**src/rtl/pipe_stage_pkg.sv**
```systemverilog
// Shared pipeline encodings (NOP payload, stall/clear levels) and stage constants.
// Build option: PIPE_STAGE_SKID_EN selects the two-entry skid buffer instead of a single entry.
`ifndef PIPE_DEFINES_SVH
`define PIPE_DEFINES_SVH
`define NOP_PC     32'h0000_0000
`define NOP_INS    32'h0000_0013
`define ChipStall  1'b1
`define StageClear 1'b1
`endif

package pipe_stage_pkg;
   typedef logic [1:0] occ_t;
`ifdef PIPE_STAGE_SKID_EN
   localparam int unsigned BUF_DEPTH = 2;
`else
   localparam int unsigned BUF_DEPTH = 1;
`endif
endpackage

```
**src/rtl/pipe_stage_if.sv**
```systemverilog
// Upstream/downstream valid-ready handshake bundle for pipe_stage.
interface pipe_stage_if #(parameter int unsigned DATA_W = 64);
   logic              up_valid;
   logic              up_ready;
   logic [DATA_W-1:0] up_data;
   logic              dn_valid;
   logic              dn_ready;
   logic [DATA_W-1:0] dn_data;

   modport master (output up_valid, up_data, dn_ready,
                   input  up_ready, dn_valid, dn_data);
   modport slave  (input  up_valid, up_data, dn_ready,
                   output up_ready, dn_valid, dn_data);
endinterface

```
**src/rtl/pipe_skid_buf.sv**
```systemverilog
// FIFO storage for pipe_stage: DEPTH 1 or 2 entries with read/write pointers and a count.
module pipe_skid_buf
   import pipe_stage_pkg::*;
#(
   parameter int unsigned DATA_W = 64,
   parameter int unsigned DEPTH  = 1
) (
   input  logic              clk_in,
   input  logic              rst_in,
   input  logic              clr,
   input  logic              push,
   input  logic              pop,
   input  logic [DATA_W-1:0] push_data,
   output logic [DATA_W-1:0] head_data,
   output occ_t              count
);
   logic [DATA_W-1:0] mem [2];
   logic              wr_ptr;
   logic              rd_ptr;
   occ_t              cnt_q;

   // a single-entry buffer keeps both pointers parked on slot 0
   function automatic logic ptr_inc(input logic p);
      return (DEPTH == 2) ? ~p : 1'b0;
   endfunction

   always_ff @(posedge clk_in or negedge rst_in) begin
      if (!rst_in) begin
         wr_ptr <= 1'b0;
         rd_ptr <= 1'b0;
         cnt_q  <= '0;
      end else if (clr) begin
         wr_ptr <= 1'b0;
         rd_ptr <= 1'b0;
         cnt_q  <= '0;
      end else begin
         if (push) wr_ptr <= ptr_inc(wr_ptr);
         if (pop)  rd_ptr <= ptr_inc(rd_ptr);
         case ({push, pop})
            2'b10:   cnt_q <= cnt_q + 2'd1;
            2'b01:   cnt_q <= cnt_q - 2'd1;
            default: cnt_q <= cnt_q;
         endcase
      end
   end

   always_ff @(posedge clk_in) begin
      if (push && !clr) mem[wr_ptr] <= push_data;
   end

   assign head_data = mem[rd_ptr];
   assign count     = cnt_q;
endmodule

```
**src/rtl/pipe_stage.sv**
```systemverilog
// Pipeline stage with stall/flush gating and a saturating downstream bubble counter.
// Build option: PIPE_STAGE_SKID_EN enables the two-entry skid buffer (up_ready from registered state only).
module pipe_stage
   import pipe_stage_pkg::*;
#(
   parameter int unsigned       DATA_W   = 64,
   parameter logic [DATA_W-1:0] NOP_DATA = {`NOP_PC, `NOP_INS},
   parameter int unsigned       CNT_W    = 16
) (
   input  logic             clk_in,
   input  logic             rst_in,
   input  logic             stall,
   input  logic             flush,
   pipe_stage_if.slave      bus,
   output occ_t             occupancy,
   output logic [CNT_W-1:0] bubble_cnt
);
   localparam logic [CNT_W-1:0] CNT_ONE = {{(CNT_W-1){1'b0}}, 1'b1};
   localparam logic [CNT_W-1:0] CNT_MAX = {CNT_W{1'b1}};

   logic              stall_act;
   logic              flush_act;
   logic              run_q;
   logic              push;
   logic              pop;
   logic              bubble;
   occ_t              cnt;
   logic [DATA_W-1:0] head;

   assign stall_act = (stall == `ChipStall);
   assign flush_act = (flush == `StageClear);

   // holds up_ready low through reset and releases it on the first edge afterwards
   always_ff @(posedge clk_in or negedge rst_in) begin
      if (!rst_in) run_q <= 1'b0;
      else         run_q <= 1'b1;
   end

   assign bus.dn_valid = (cnt != 2'd0) && !stall_act;
   assign bus.dn_data  = bus.dn_valid ? head : NOP_DATA;

`ifdef PIPE_STAGE_SKID_EN
   assign bus.up_ready = run_q && !stall_act && (cnt != 2'd2);
   assign occupancy    = cnt;
`else
   assign bus.up_ready = run_q && !stall_act && ((cnt == 2'd0) || bus.dn_ready);
   assign occupancy    = {1'b0, cnt[0]};
`endif

   assign push   = bus.up_valid && bus.up_ready;
   assign pop    = bus.dn_valid && bus.dn_ready;
   assign bubble = bus.dn_ready && !bus.dn_valid && !stall_act && !flush_act;

   pipe_skid_buf #(
      .DATA_W (DATA_W),
      .DEPTH  (BUF_DEPTH)
   ) u_buf (
      .clk_in    (clk_in),
      .rst_in    (rst_in),
      .clr       (flush_act),
      .push      (push),
      .pop       (pop),
      .push_data (bus.up_data),
      .head_data (head),
      .count     (cnt)
   );

   always_ff @(posedge clk_in or negedge rst_in) begin
      if (!rst_in)                          bubble_cnt <= '0;
      else if (bubble && bubble_cnt != CNT_MAX) bubble_cnt <= bubble_cnt + CNT_ONE;
   end
endmodule
```
**src/flat_wrapper.sv**
```systemverilog
// flat-port wrapper written by rule: the top's interface ports become plain ports
module pipe_stage_flat import pipe_stage_pkg::*;
#(
   parameter int unsigned       DATA_W   = 64,
   parameter logic [DATA_W-1:0] NOP_DATA = {`NOP_PC, `NOP_INS},
   parameter int unsigned       CNT_W    = 16
)
  (clk_in, rst_in, stall, flush, occupancy, bubble_cnt, bus_up_valid, bus_up_data, bus_dn_ready, bus_up_ready, bus_dn_valid, bus_dn_data);
  pipe_stage_if #(.DATA_W(DATA_W)) bus_i ();
  input  logic clk_in;
  input  logic rst_in;
  input  logic stall;
  input  logic flush;
  output occ_t occupancy;
  output logic [CNT_W-1:0] bubble_cnt;
  input wire logic [$bits(bus_i.up_valid)-1:0] bus_up_valid;
  input wire logic [$bits(bus_i.up_data)-1:0] bus_up_data;
  input wire logic [$bits(bus_i.dn_ready)-1:0] bus_dn_ready;
  output wire logic [$bits(bus_i.up_ready)-1:0] bus_up_ready;
  output wire logic [$bits(bus_i.dn_valid)-1:0] bus_dn_valid;
  output wire logic [$bits(bus_i.dn_data)-1:0] bus_dn_data;
  assign bus_i.up_valid = bus_up_valid;
  assign bus_i.up_data = bus_up_data;
  assign bus_i.dn_ready = bus_dn_ready;
  assign bus_up_ready = bus_i.up_ready;
  assign bus_dn_valid = bus_i.dn_valid;
  assign bus_dn_data = bus_i.dn_data;
  pipe_stage #(.DATA_W(DATA_W), .NOP_DATA(NOP_DATA), .CNT_W(CNT_W)) u_core (.clk_in(clk_in), .rst_in(rst_in), .stall(stall), .flush(flush), .bus(bus_i), .occupancy(occupancy), .bubble_cnt(bubble_cnt));
endmodule
```
**config.mk**
```make
export PLATFORM = sky130hd
export DESIGN_NAME = pipe_stage_flat
export DESIGN_NICKNAME = d
export VERILOG_FILES = /design/src/rtl/pipe_stage_pkg.sv /design/src/rtl/pipe_stage_if.sv /design/src/rtl/pipe_skid_buf.sv /design/src/rtl/pipe_stage.sv /design/src/flat_wrapper.sv
export SDC_FILE = /design/constraint.sdc
export NUM_CORES = 1
export LEC_CHECK = 0
export CAP_MARGIN = 20
export CORE_UTILIZATION = 30
export DETAILED_ROUTE_END_ITERATION = 10
export GPL_ROUTABILITY_DRIVEN = 0
export GPL_TIMING_DRIVEN = 0
export PLACE_DENSITY = 0.65
export SYNTH_ARGS = -nofsm -noshare
export SYNTH_HDL_FRONTEND = slang
export SYNTH_HIERARCHICAL = 1
export SYNTH_SLANG_ARGS = --single-unit
```
**constraint.sdc**
```tcl
create_clock -name clk_in -period 4.5 [get_ports clk_in]
set_clock_uncertainty 0.2 [all_clocks]
set_input_delay 1.125 -clock clk_in [delete_from_list [all_inputs] [get_ports clk_in]]
set_output_delay 1.125 -clock clk_in [all_outputs]
set_load 0.01 [all_outputs]
```
==> Yosys cells after proc, flatten, opt, wreduce, memory -nomap -nowiden <==
Memories as Yosys holds them, arrays and structs flattened.
Index checks and enable logic that the tools add are counted.
{ "totals": {"regBits": 21, "ramBits": 128, "inputBits": 70, "wordCells": 40, "mem_count": 1, "rom_bits": 0, "latch_bits": 0, "output_inout_bits": 84} }
{ "classes": {"n_mul": 0, "order_cmp": 0, "n_reduce_logical": 19, "n_bitwise": 0, "add_sub_neg": 3, "shift": 0, "div_mod_pow": 0, "muxes": 9, "n_eq_ne": 3} }
{ "mem_list": {"columns": ["memory", "words", "width", "read_ports", "rd_ports_with_merged_regs", "write_ports", "line", "text"], "rows": [
  ["u_core.u_buf.mem", 2, 64, 1, 0, 1, "pipe_skid_buf.sv:17", "logic [DATA_W-1:0] mem [2];"]
]} }
{ "op_table": {"columns": ["op", "count"], "rows": [
  ["$mux W64", 1],
  ["$add A16 B1 Y16 const B", 1],
  ["$ne A16 B16 Y1 const B", 1],
  ["$logic_and A1 B1 Y1", 10],
  ["$mux W1", 6],
  ["$reduce_bool A2 Y1", 3],
  ["$pmux W2 S2", 1],
  ["$logic_not A1 Y1", 3],
  ["$reduce_bool A3 Y1", 1],
  ["$add A2 B1 Y2 const B", 1],
  ["$eq A2 B1 Y1 const B", 1],
  ["$eq A2 B2 Y1 const B", 1],
  ["$logic_not A2 Y1", 1],
  ["$mux W2", 1],
  ["$sub A2 B1 Y2 const B", 1],
  ["$logic_or A1 B1 Y1", 1]
]} }

==> Logic depth before layout (Yosys ltp) <==
Gate-level depths: netlist (run 1).
{ "depth": {"depth_word": 7, "depth_mapped": 7, "ltp_nobuf": 7} }

==> By module <==
The synthesis (run 1) kept the hierarchy.
{ "modules_own_cells": {"columns": ["mod", "cells_each", "area_each_um2", "n_inst", "seq_area_each_um2"], "rows": [
  ["pipe_skid_buf", 76, 2050.7, 1, 1971.9],
  ["pipe_stage", 157, 1387.6, 1, 425.4]
]} }

==> Least setup slack after synthesis (run 1) <==
Ideal clock, no wire load.
{ "synth_timing": {"kind": "input-to-reg", "start": "input port bus_dn_ready", "end": "memory u_core.u_buf.mem[0][0], enable pin", "t_arrival_ns": 4.645, "n_path_buf": 0, "slack_ns": -0.840, "setup_ns": 0.495, "cell_stages": 4, "required_ns": 3.805, "path_cell_list": "nor2_1 nor3b_1 and2_1 nor2b_1"} }
{ "synth_via": {"elab_chain_len": 6} }
{ "synth_lines": {"columns": ["element", "line", "text"], "rows": [
  ["start: declaration", "flat_wrapper.sv:18", "input wire logic [$bits(bus_i.dn_ready)-1:0] bus_dn_ready;"],
  ["$logic_or A1 B1 Y1", "pipe_stage.sv:46", "assign bus.up_ready = run_q && !stall_act && ((cnt == 2'd0) || bus.dn_ready);"],
  ["$logic_and A1 B1 Y1", "pipe_stage.sv:46", null],
  ["named net bus_up_ready", "flat_wrapper.sv:19", "output wire logic [$bits(bus_i.up_ready)-1:0] bus_up_ready;"],
  ["$logic_and A1 B1 Y1", "pipe_stage.sv:50", "assign push = bus.up_valid && bus.up_ready;"],
  ["named net u_core.push", "pipe_stage.sv:24", "logic push;"],
  ["$logic_and A1 B1 Y1", "pipe_skid_buf.sv:48", "if (push && !clr) mem[wr_ptr] <= push_data;"],
  ["$mux W1", "pipe_skid_buf.sv:48", null],
  ["$mux W1 (implied by the code)", "pipe_skid_buf.sv:48", null],
  ["end: declaration", "pipe_skid_buf.sv:17", null]
]} }
The timed path passes the listed nets, and every way through them passes these cells.

==> Final worst setup path (run 1) <==
{ "layout_timing": {"start": "input port stall", "end": "output port bus_dn_data[7]"} }
{ "layout_via": {"elab_chain_len": 3} }
{ "layout_lines": {"columns": ["element", "line", "text"], "rows": [
  ["start: declaration", "flat_wrapper.sv:12", "input logic stall;"],
  ["$logic_not A1 Y1", "pipe_stage.sv:39", "assign bus.dn_valid = (cnt != 2'd0) && !stall_act;"],
  ["$logic_and A1 B1 Y1", "pipe_stage.sv:39", null],
  ["$mux W64", "pipe_stage.sv:40", "assign bus.dn_data = bus.dn_valid ? head : NOP_DATA;"],
  ["end: declaration", "flat_wrapper.sv:21", "output wire logic [$bits(bus_i.dn_data)-1:0] bus_dn_data;"]
]} }
Every way passes these cells.

==> reports/metrics.csv, run 1 <==
metric,value,unit
status,"complete, no violations",
routedWlPerCell,15.58,um
ir_drop,0.2014,mV
core.rowCount,38,
portBuffers,152,
syn2layout_area_growth,59.35,%
slew_violations,0,
fillCellCount,981,
synth_cell_types,44,
die_h,109.1,um
insertion_delay,0.33,ns
coreArea,10980,um^2
path_class,primary input to output port,
fin_setup_tns,0,ns
crit_chain,clkdlybuf4s50_1 -> nor2_4 -> clkbuf_2 -> and2_1 -> clkdlybuf4s50_1,
arrival,2.98,ns
cts_made_buffers,9,
pwr-share-clk,38.8,%
r2r_slack,1.64,ns
first_pass_iters,4,
r2r_start,u_core/u_buf/count[0]$_DFFE_PN0P_,
crit_family,buffers and inverters,
nets,468,
p_leak,0.002016,uW
min_period,4.306,ns
setup_viol_count_final,0,
power_density,346.6,nW/um^2
ctsHoldBuffers,0,
wirelength,8442,um
via_count,2427,
required,3.17,ns
crit_fanout,10,
cts_tree,built,
maxSlewHeadroom,41.46,%
switching_share,23.21,%
max_cap_violations,0,
power_frac_comb,13.9,%
sequentialPowerShare,47.3,%
first_iter_violations,49,
first_global_vias,2546,
fin_ws,0.1935,ns
cts.sinks,83,
ys_warn_count,6,
dp_hpwl,6411,um
gr-total-overflow,0,
fin_crit_sh,95.70,%
crit_slowest_cell,clkdlybuf4s50_1,
register_area,2397,um^2
post_drt_via_cell_ratio,4.478,
antenna_cells,0,
netlist_instances,233,
crit_path_end,bus_dn_data[7],
avgSynthCellArea,14.76,um^2
startpoint_type,primary input,
post-place-ws,-0.2628,ns
ys_async_sr_fraction,22.89,%
clock.fmax,232.2,MHz
cts_buffer_depth,2,
ant_nets,0,
rr_endpoint,u_core/u_buf/mem[0][44]$_DFFE_PP_,
grtUsageTotal,15.30,%
die-width,109.1,um
clock-root-buffer,clkbuf_16,
start_util,31.31,%
critPathCaptureType,output port,
critPathBufInv,3,
antenna_found_initial,0,
worstMarginPinSlew,0.8753,ns
multi_input_area,1022,um^2
grt_max_degree,37,
path_clk_slew,0.06,ns
rsz0062_at_grt,no,
synth_seq_area_share,69.72,%
max_stage_delay,0.57,ns
crit_start,stall,
synth_edf_count,64,
cts_setup_buffers,0,
drc,0,
ff2ff_path_depth,6,
drive_gt1_share,11.94,%
h-tree-depth,3,
hold_violations,0,
grt_first_pass_wirelength,13300,um
ys_dominant_reg_cell,edfxtp_1,
synth_fp_nets,304,
die-area,11890,um^2
p_int,1458,uW
hold_class,flop to flop,
cpMostUsedCell,clkdlybuf4s50_1,
cp.depth,5,
ios,154,
synth-seq-cells,83,
p_switching,440.7,uW
synth_area,3438,um^2
==> final cells by class <==
| class | instances | area share, % |
|---|---|---|
| buffer | 7 | 0.6851 |
| sequential | 83 | 43.75 |
| inverter | 1 | 0.06851 |
| clock inverter | 6 | 1.325 |
| tap | 140 | 3.197 |
| clock buffer | 10 | 4.179 |
| timing repair buffer | 153 | 28.13 |
| multi-input combinational | 142 | 18.66 |
==> metrics by stage <==
stage,cells,hold slack (ns),cell area [um^2],utilization [%],power [uW]
6_report,542,0.3090,5479,49.89,1899
3_3_place_gp,525,0.2960,5137,46.78,1175
2_1_floorplan,233,0.3319,3441,-,997.4
5_1_grt,542,0.3412,5479,49.89,1972
3_5_place_dp,526,0.2993,5162,47.00,1181
4_1_cts,542,0.3128,5472,49.82,1926
==> cells in the mapped netlist, types with 2 or more instances <==
cell | instances | share of area [%]
and2_1 | 64 | 12
edfxtp_1 | 64 | 56
dfrtp_1 | 19 | 14
xor2_1 | 12 | 3.1
clkbuf_1 | 6 | 0.65
nand2_1 | 6 | 0.65
nand3_1 | 5 | 0.73
nor3_1 | 5 | 0.73
nor4_1 | 5 | 0.91
nor2_1 | 4 | 0.44
or3_2 | 3 | 0.65
a211oi_1 | 2 | 0.44
conb_1 | 2 | 0.22
mux2_2 | 2 | 0.65
nand4_1 | 2 | 0.36
nor3b_2 | 2 | 0.73
nor4_2 | 2 | 0.73
o21ai_0 | 2 | 0.29
==> worst min path at each step <==
stage / start / end / slack [ns] / depth (start not counted)
2_1_floorplan: u_core/bubble_cnt[4]$_DFFE_PN0P_ / u_core/bubble_cnt[4]$_DFFE_PN0P_ / 0.33 / 1
3_3_place_gp: u_core/bubble_cnt[15]$_DFFE_PN0P_ / u_core/bubble_cnt[15]$_DFFE_PN0P_ / 0.30 / 1
3_5_place_dp: u_core/bubble_cnt[4]$_DFFE_PN0P_ / u_core/bubble_cnt[4]$_DFFE_PN0P_ / 0.30 / 1
4_1_cts: u_core/bubble_cnt[15]$_DFFE_PN0P_ / u_core/bubble_cnt[15]$_DFFE_PN0P_ / 0.31 / 1
5_1_grt: u_core/bubble_cnt[15]$_DFFE_PN0P_ / u_core/bubble_cnt[15]$_DFFE_PN0P_ / 0.34 / 1
6_report: u_core/bubble_cnt[15]$_DFFE_PN0P_ / u_core/bubble_cnt[15]$_DFFE_PN0P_ / 0.31 / 1
==> state kept, by name, summed over array words and instances (netlist names) <==
signal              flops
u_core/u_buf/mem       64
u_core/u_buf/count      2
u_core/bubble_cnt      16
u_core/run_q            1
==> kinds of logic (layout without fill, tap and decap cells) <==
family	count (synthesis)	after routing	synth area share, %
AO/OA/AOI/OAI	8	8	1.564
XOR/XNOR	13	13	3.312
adder cells (fa/ha/maj)	1	1	0.3638
buffers and inverters	8	177	0.9825
flip-flops	83	83	69.72
multiplexers	3	3	0.9825
other	2	2	0.2184
AND/OR/NAND/NOR	115	115	22.85
==> layout by cell type, fill, tap and decap left out, types with 3 or more instances in the layout <==
cell type	count
clkdlybuf4s50_1	152
and2_1	64
edfxtp_1	64
dfrtp_1	19
xor2_1	12
clkbuf_16	9
clkbuf_2	6
nand2_1	6
nand3_1	5
nor3_1	5
nor4_1	5
or3_2	3
nor2_1	3
==> power by group through the flow <==
stage / Sequential [uW] / Clock, uW / Combinational [uW]
after CTS: 899 / 758 / 269
after global placement: 914 / 0 / 261
after floorplan: 916 / 0 / 81.5
after detailed placement: 915 / 0 / 266
after global routing: 903 / 780 / 289
final: 898 / 737 / 264
==> per-layer routing <==
layer | vias to the layer above | global-route usage, % | part of all wire, %
met4 | 0 | 6.371 | 1.7
met1 | 1150 | 15.74 | 36
met3 | 11 | 8.249 | 13
met2 | 113 | 25.79 | 49
li1 | 1153 | - | -
met5 | - | 0 | 0
==> timing repair <==
action,4_1_cts,5_1_grt
resized for setup,2,12
cloned,0,0
hold endpoints to repair,0,0
setup endpoints to repair,60,35
(Power assumes the default switching activity.)
==> inputs of run 2 (changes only) <==
--- a/config.mk
+++ b/config.mk
@@ -7,6 +7,7 @@
 export LEC_CHECK = 0
 export CAP_MARGIN = 20
 export CORE_UTILIZATION = 30
+export CTS_BUF_LIST = sky130_fd_sc_hd__clkbuf_4
 export DETAILED_ROUTE_END_ITERATION = 10
 export GPL_ROUTABILITY_DRIVEN = 0
 export GPL_TIMING_DRIVEN = 0
==> run 2 against run 1 <==
Against the previous run: die area did not move; routed wire length fell by 0.83%; fmax fell by 1.7%; total power fell by 16%; critical path type unchanged; register-to-register slack got worse by 0.02 ns; clock power fell by 40%; critical path depth did not move; largest power group unchanged; combinational power barely moved; sequential power barely moved; largest cell class unchanged; non-clock buffer count did not move; core utilization fell by 1.4 points; via count fell by 0.21%.
==> reports/metrics.csv, run 2 (synthesized netlist as in run 1, its figures left out) <==
metric,value,unit,change
status,"complete, no violations",,
slew_violations,0,,unchanged
worstMarginPinSlew,0.8814,ns,+0.006108 ns
cpMostUsedCell,clkdlybuf4s50_1,,
largest_reg_flops,64,,unchanged
die-area,11890,um^2,unchanged
cts_made_buffers,9,,unchanged
startpoint_type,primary input,,
post-place-ws,-0.2628,ns,unchanged
power_density,301.5,nW/um^2,-13%
ant_nets,0,,unchanged
required,3.17,ns,about the same
rsz0062_at_grt,yes,,
arrival,3.06,ns,+0.08 ns
antenna_cells,0,,unchanged
post_drt_via_cell_ratio,4.469,,-0.21%
insertion_delay,0.42,ns,+0.09 ns
clock-root-buffer,clkbuf_4,,
ir_drop,0.2021,mV,+0.36%
dp_hpwl,6411,um,unchanged
regMostFlops,u_core/u_buf/mem,,
cts_buffer_depth,2,,unchanged
routed-wl-met3,1037,um,-2.4%
holdWs,0.3174,ns,+0.008416 ns
maxSlewHeadroom,41.05,%,-0.41 points
portBuffers,152,,unchanged
grt_first_pass_wirelength,13220,um,-0.57%
finalNonFillerCells,542,,unchanged
crit_slowest_cell,clkdlybuf4s50_1,,
ios,154,,unchanged
hold_class,flop to flop,,
critPathCaptureType,output port,,
most-common-layout-cells,"clkdlybuf4s50_1 (152), and2_1 (64), edfxtp_1 (64)",,
fin_crit_sh,97.34,%,+1.6 points
multi_input_area,1022,um^2,unchanged
first_pass_iters,4,,unchanged
gr-total-overflow,0,,unchanged
ctsHoldBuffers,0,,unchanged
cts_tree,built,,
first_iter_violations,60,,+22%
fillCellCount,1000,,+1.9%
max_stage_delay,0.55,ns,-0.02 ns
grt_max_degree,37,,unchanged
routedWlPerCell,15.45,um,-0.83%
max_cap_violations,0,,unchanged
grtUsageTotal,15.22,%,-0.088 points
register_area,2397,um^2,unchanged
drive_gt1_share,11.69,%,-0.25 points
final_common_cell,clkdlybuf4s50_1,,
top_layer,met4,,
cts.sinks,83,,unchanged
first_global_vias,2531,,-0.59%
via_count,2422,,-0.21%
coreArea,10980,um^2,unchanged
crit_fanout,10,,unchanged
crit_chain,clkdlybuf4s50_1 -> nor2_4 -> clkbuf_1 -> and2_1 -> clkdlybuf4s50_1,,
fin_setup_tns,0,ns,unchanged
wl_met1,3041,um,-1.2%
min_period,4.380,ns,+0.07378 ns
antenna_found_initial,0,,unchanged
wl_met2,4189,um,+0.77%
path_class,primary input to output port,,
hold_violations,0,,unchanged
drc,0,,unchanged
p_leak,0.001943,uW,-3.6%
h-tree-depth,3,,unchanged
die-width,109.1,um,unchanged
core.rowCount,38,,unchanged
p_total,1605,uW,-16%
die_h,109.1,um,unchanged
wirelength,8372,um,-0.83%
placed_cells,526,,unchanged
path_clk_slew,0.12,ns,+0.06 ns
syn2layout_area_growth,54.80,%,
setup_viol_count_final,0,,unchanged
fin_ws,0.1198,ns,-0.07378 ns
start_util,31.31,%,unchanged
clock.fmax,228.3,MHz,-1.7%
nets,468,,unchanged
run 2: cell counts in the layout (fill, tap and decap cells not counted):
No cell type changed its count.
run 2: layout make-up:
class,count,share of cell area [%]
tap,140,3.291
buffer,7,0.6582
multi-input combinational,142,19.21
clock inverter,6,1.363
inverter,1,0.07052
timing repair buffer,153,28.96
sequential,83,45.04
clock buffer,10,1.410
run 2: worst max-delay path: cells and delay by family:
kind | cells | cell delay, ns
buffers and inverters | 3 | 1.41
AND/OR/NAND/NOR | 2 | 0.51
run 2: per-stage QoR:
step                      util (%)  instance area [um^2]
final                        48.46                  5323
after global routing         48.46                  5323
after CTS                    48.42                  5318
after detailed placement     47.00                  5162
after global placement       46.78                  5137
after floorplan                  -                  3441
run 2: worst paths after layout:
| path | from | end | slack (ns) | depth (start not counted) |
|---|---|---|---|---|
| min | u_core/bubble_cnt[15]$_DFFE_PN0P_ | u_core/bubble_cnt[15]$_DFFE_PN0P_ | 0.32 | 1 |
| min in group asynchronous | rst_in | u_core/bubble_cnt[13]$_DFFE_PN0P_ | 0.99 | 1 |
| min reg2reg | u_core/bubble_cnt[15]$_DFFE_PN0P_ | u_core/bubble_cnt[15]$_DFFE_PN0P_ | 0.32 | 1 |
| max in group asynchronous | rst_in | u_core/bubble_cnt[1]$_DFFE_PN0P_ | 2.57 | 1 |
| max | stall | bus_dn_data[29] | 0.12 | 5 |
| max reg2reg | u_core/u_buf/count[0]$_DFFE_PN0P_ | u_core/u_buf/mem[0][9]$_DFFE_PP_ | 1.62 | 6 |
run 2: where the power goes:
group / switching [uW] / leakage, uW / total [uW] / internal [uW]
Clock: 262 / 0.0000776 / 443 / 181
Sequential: 38.0 / 0.000831 / 897 / 859
Combinational: 102 / 0.00103 / 264 / 162
Total: 402 / 0.00194 / 1600 / 1200
run 2: repair_timing:
item / CTS / global route
gates resized for setup: 2 / 8
endpoints found under the hold margin: 0 / 0
setup endpoints to repair: 60 / 31
buffers inserted: 0 / 0
run 2: metal layers:
layer	GRT usage, %	vias to the layer above
li1	-	1158
met1	15.75	1143
met2	25.65	111
met3	8.010	10
met4	6.371	0
met5	0	-
==> inputs of run 3 (changes only) <==
--- a/config.mk
+++ b/config.mk
@@ -11,7 +11,8 @@
 export DETAILED_ROUTE_END_ITERATION = 10
 export GPL_ROUTABILITY_DRIVEN = 0
 export GPL_TIMING_DRIVEN = 0
-export PLACE_DENSITY = 0.65
+export PLACE_DENSITY = 0.63
+export SLEW_MARGIN = 20
 export SYNTH_ARGS = -nofsm -noshare
 export SYNTH_HDL_FRONTEND = slang
 export SYNTH_HIERARCHICAL = 1
==> constraint.sdc (replaced) <==
create_clock -name clk_in -period 5.65 [get_ports clk_in]
set_clock_uncertainty 0.2 [all_clocks]
set_input_delay 1.4125 -clock clk_in [delete_from_list [all_inputs] [get_ports clk_in]]
set_output_delay 1.4125 -clock clk_in [all_outputs]
set_load 0.01 [all_outputs]
==> run 3 against run 2 <==
Against the previous run: worst hold slack improved by 0.026 ns; total power down 20%; setup slack better by 0.27 ns; critical path depth is the same; core utilization increased by 0.30 points; final area increased by 0.61%; critical endpoint is now bus_dn_data[56].
==> reports/metrics.csv, run 3 (synthesized netlist as in run 1, its figures left out) <==
metric,value,unit,change
clock.fmax,189.9,MHz,
gr-total-overflow,0,,unchanged
final_common_cell,clkdlybuf4s50_1,,
wirelength,8599,um,+2.7%
cts_resized,0,,-2
regMostFlops,u_core/u_buf/mem,,
rsz0062_at_grt,no,,
h-tree-depth,3,,unchanged
die-width,109.1,um,unchanged
drive_gt1_share,10.64,%,-1.0 points
clock-root-buffer,clkbuf_4,,
drc,0,,unchanged
p_leak,0.001945,uW,about the same
start_util,31.31,%,unchanged
p_total,1284,uW,-20%
ant_nets,0,,unchanged
critPathCaptureType,output port,,
antenna_cells,0,,unchanged
worstMarginPinSlew,0.8885,ns,+0.007093 ns
slew_violations,0,,unchanged
dpl_cell_area,5213,um^2,+0.97%
insertion_delay,0.42,ns,about the same
hold_class,flop to flop,,
crit_fanout,10,,unchanged
min_period,5.265,ns,
ir_drop,0.1306,mV,-35%
path_class,primary input to output port,,
cts.sinks,83,,unchanged
post_drt_via_cell_ratio,4.469,,about the same
cts_made_buffers,9,,unchanged
ctsHoldBuffers,0,,unchanged
required,4.04,ns,+0.87 ns
power_density,239.7,nW/um^2,-20%
max_cap_violations,0,,unchanged
setup_viol_count_final,0,,unchanged
arrival,3.65,ns,+0.59 ns
cts_setup_buffers,0,,unchanged
ios,154,,unchanged
first_pass_iters,4,,unchanged
fin_crit_sh,93.19,%,
nets,470,,+0.43%
syn2layout_area_growth,55.75,%,
antenna_found_initial,0,,unchanged
portBuffers,152,,unchanged
startpoint_type,primary input,,
maxSlewHeadroom,40.58,%,-0.47 points
largest_reg_flops,64,,unchanged
dp_hpwl,6523,um,+1.8%
die-area,11890,um^2,unchanged
cts_tree,built,,
routedWlPerCell,15.81,um,+2.3%
via_count,2431,,+0.37%
path_clk_slew,0.15,ns,+0.03 ns
grt_first_pass_wirelength,13330,um,+0.83%
hold_violations,0,,unchanged
fin_util,48.76,%,+0.30 points
status,"complete, no violations",,
first_global_vias,2434,,-3.8%
coreArea,10980,um^2,unchanged
die_h,109.1,um,unchanged
core.rowCount,38,,unchanged
cts_buffer_depth,2,,unchanged
grtUsageTotal,15.35,%,+0.14 points
holdWs,0.3432,ns,+0.02583 ns
fillCellCount,982,,-1.8%
most-common-layout-cells,"clkdlybuf4s50_1 (152), and2_1 (64), edfxtp_1 (64)",,
stdcell_area,5355,um^2,+0.61%
grt_max_degree,21,,-43%
first_iter_violations,99,,+65%
[run 3: layout make-up]
class | instances | area (um^2) | area share (%)
buffer | 7 | 30.03 | 0.5607
clock buffer | 9 | 67.56 | 1.262
clock inverter | 7 | 75.07 | 1.402
inverter | 1 | 3.754 | 0.07009
multi-input combinational | 142 | 1015 | 18.95
sequential | 83 | 2397 | 44.77
tap | 140 | 175.2 | 3.271
timing repair buffer | 155 | 1592 | 29.72
[run 3: final timing paths]
path	to	depth (start not counted)	start	slack, ns
worst max-delay path	bus_dn_data[56]	5	stall	0.38
worst max register to register	u_core/u_buf/mem[0][56]$_DFFE_PP_	7	u_core/u_buf/count[0]$_DFFE_PN0P_	2.91
worst min-delay path	u_core/bubble_cnt[12]$_DFFE_PN0P_	1	u_core/bubble_cnt[12]$_DFFE_PN0P_	0.34
min in group asynchronous	u_core/bubble_cnt[12]$_DFFE_PN0P_	1	rst_in	1.27
max in group asynchronous	u_core/bubble_cnt[8]$_DFFE_PN0P_	1	rst_in	3.43
worst min register to register	u_core/bubble_cnt[12]$_DFFE_PN0P_	1	u_core/bubble_cnt[12]$_DFFE_PN0P_	0.34
[run 3: stage by stage]
step                      std cells  setup TNS [ns]  setup slack, ns
after floorplan                 233               0          0.02263
after global placement          525         -109.02           -1.706
after detailed placement        528               0           0.2738
after CTS                       544               0           0.2595
after global routing            544               0           0.2023
final                           544               0           0.3848
[run 3: layer usage]
metal / vias to the layer above / GRT usage, % / part of all wire, %
li1: 1159 / - / -
met1: 1152 / 18.37 / 40
met2: 115 / 22.78 / 45
met3: 5 / 9.265 / 14
met4: 0 / 4.923 / 0.90
met5: - / 0 / 0
[run 3: report_power, final]
| group | internal [uW] | switching, uW |
|---|---|---|
| logic | 130 | 83.8 |
| registers | 684 | 30.9 |
| clock network | 137 | 217 |
[run 3: worst max-delay path, cell delays in order]
cell,delay [ns]
clkdlybuf4s50_1,0.52
nor2_1,0.55
clkbuf_1,0.41
and2_1,0.19
clkdlybuf4s50_1,0.57
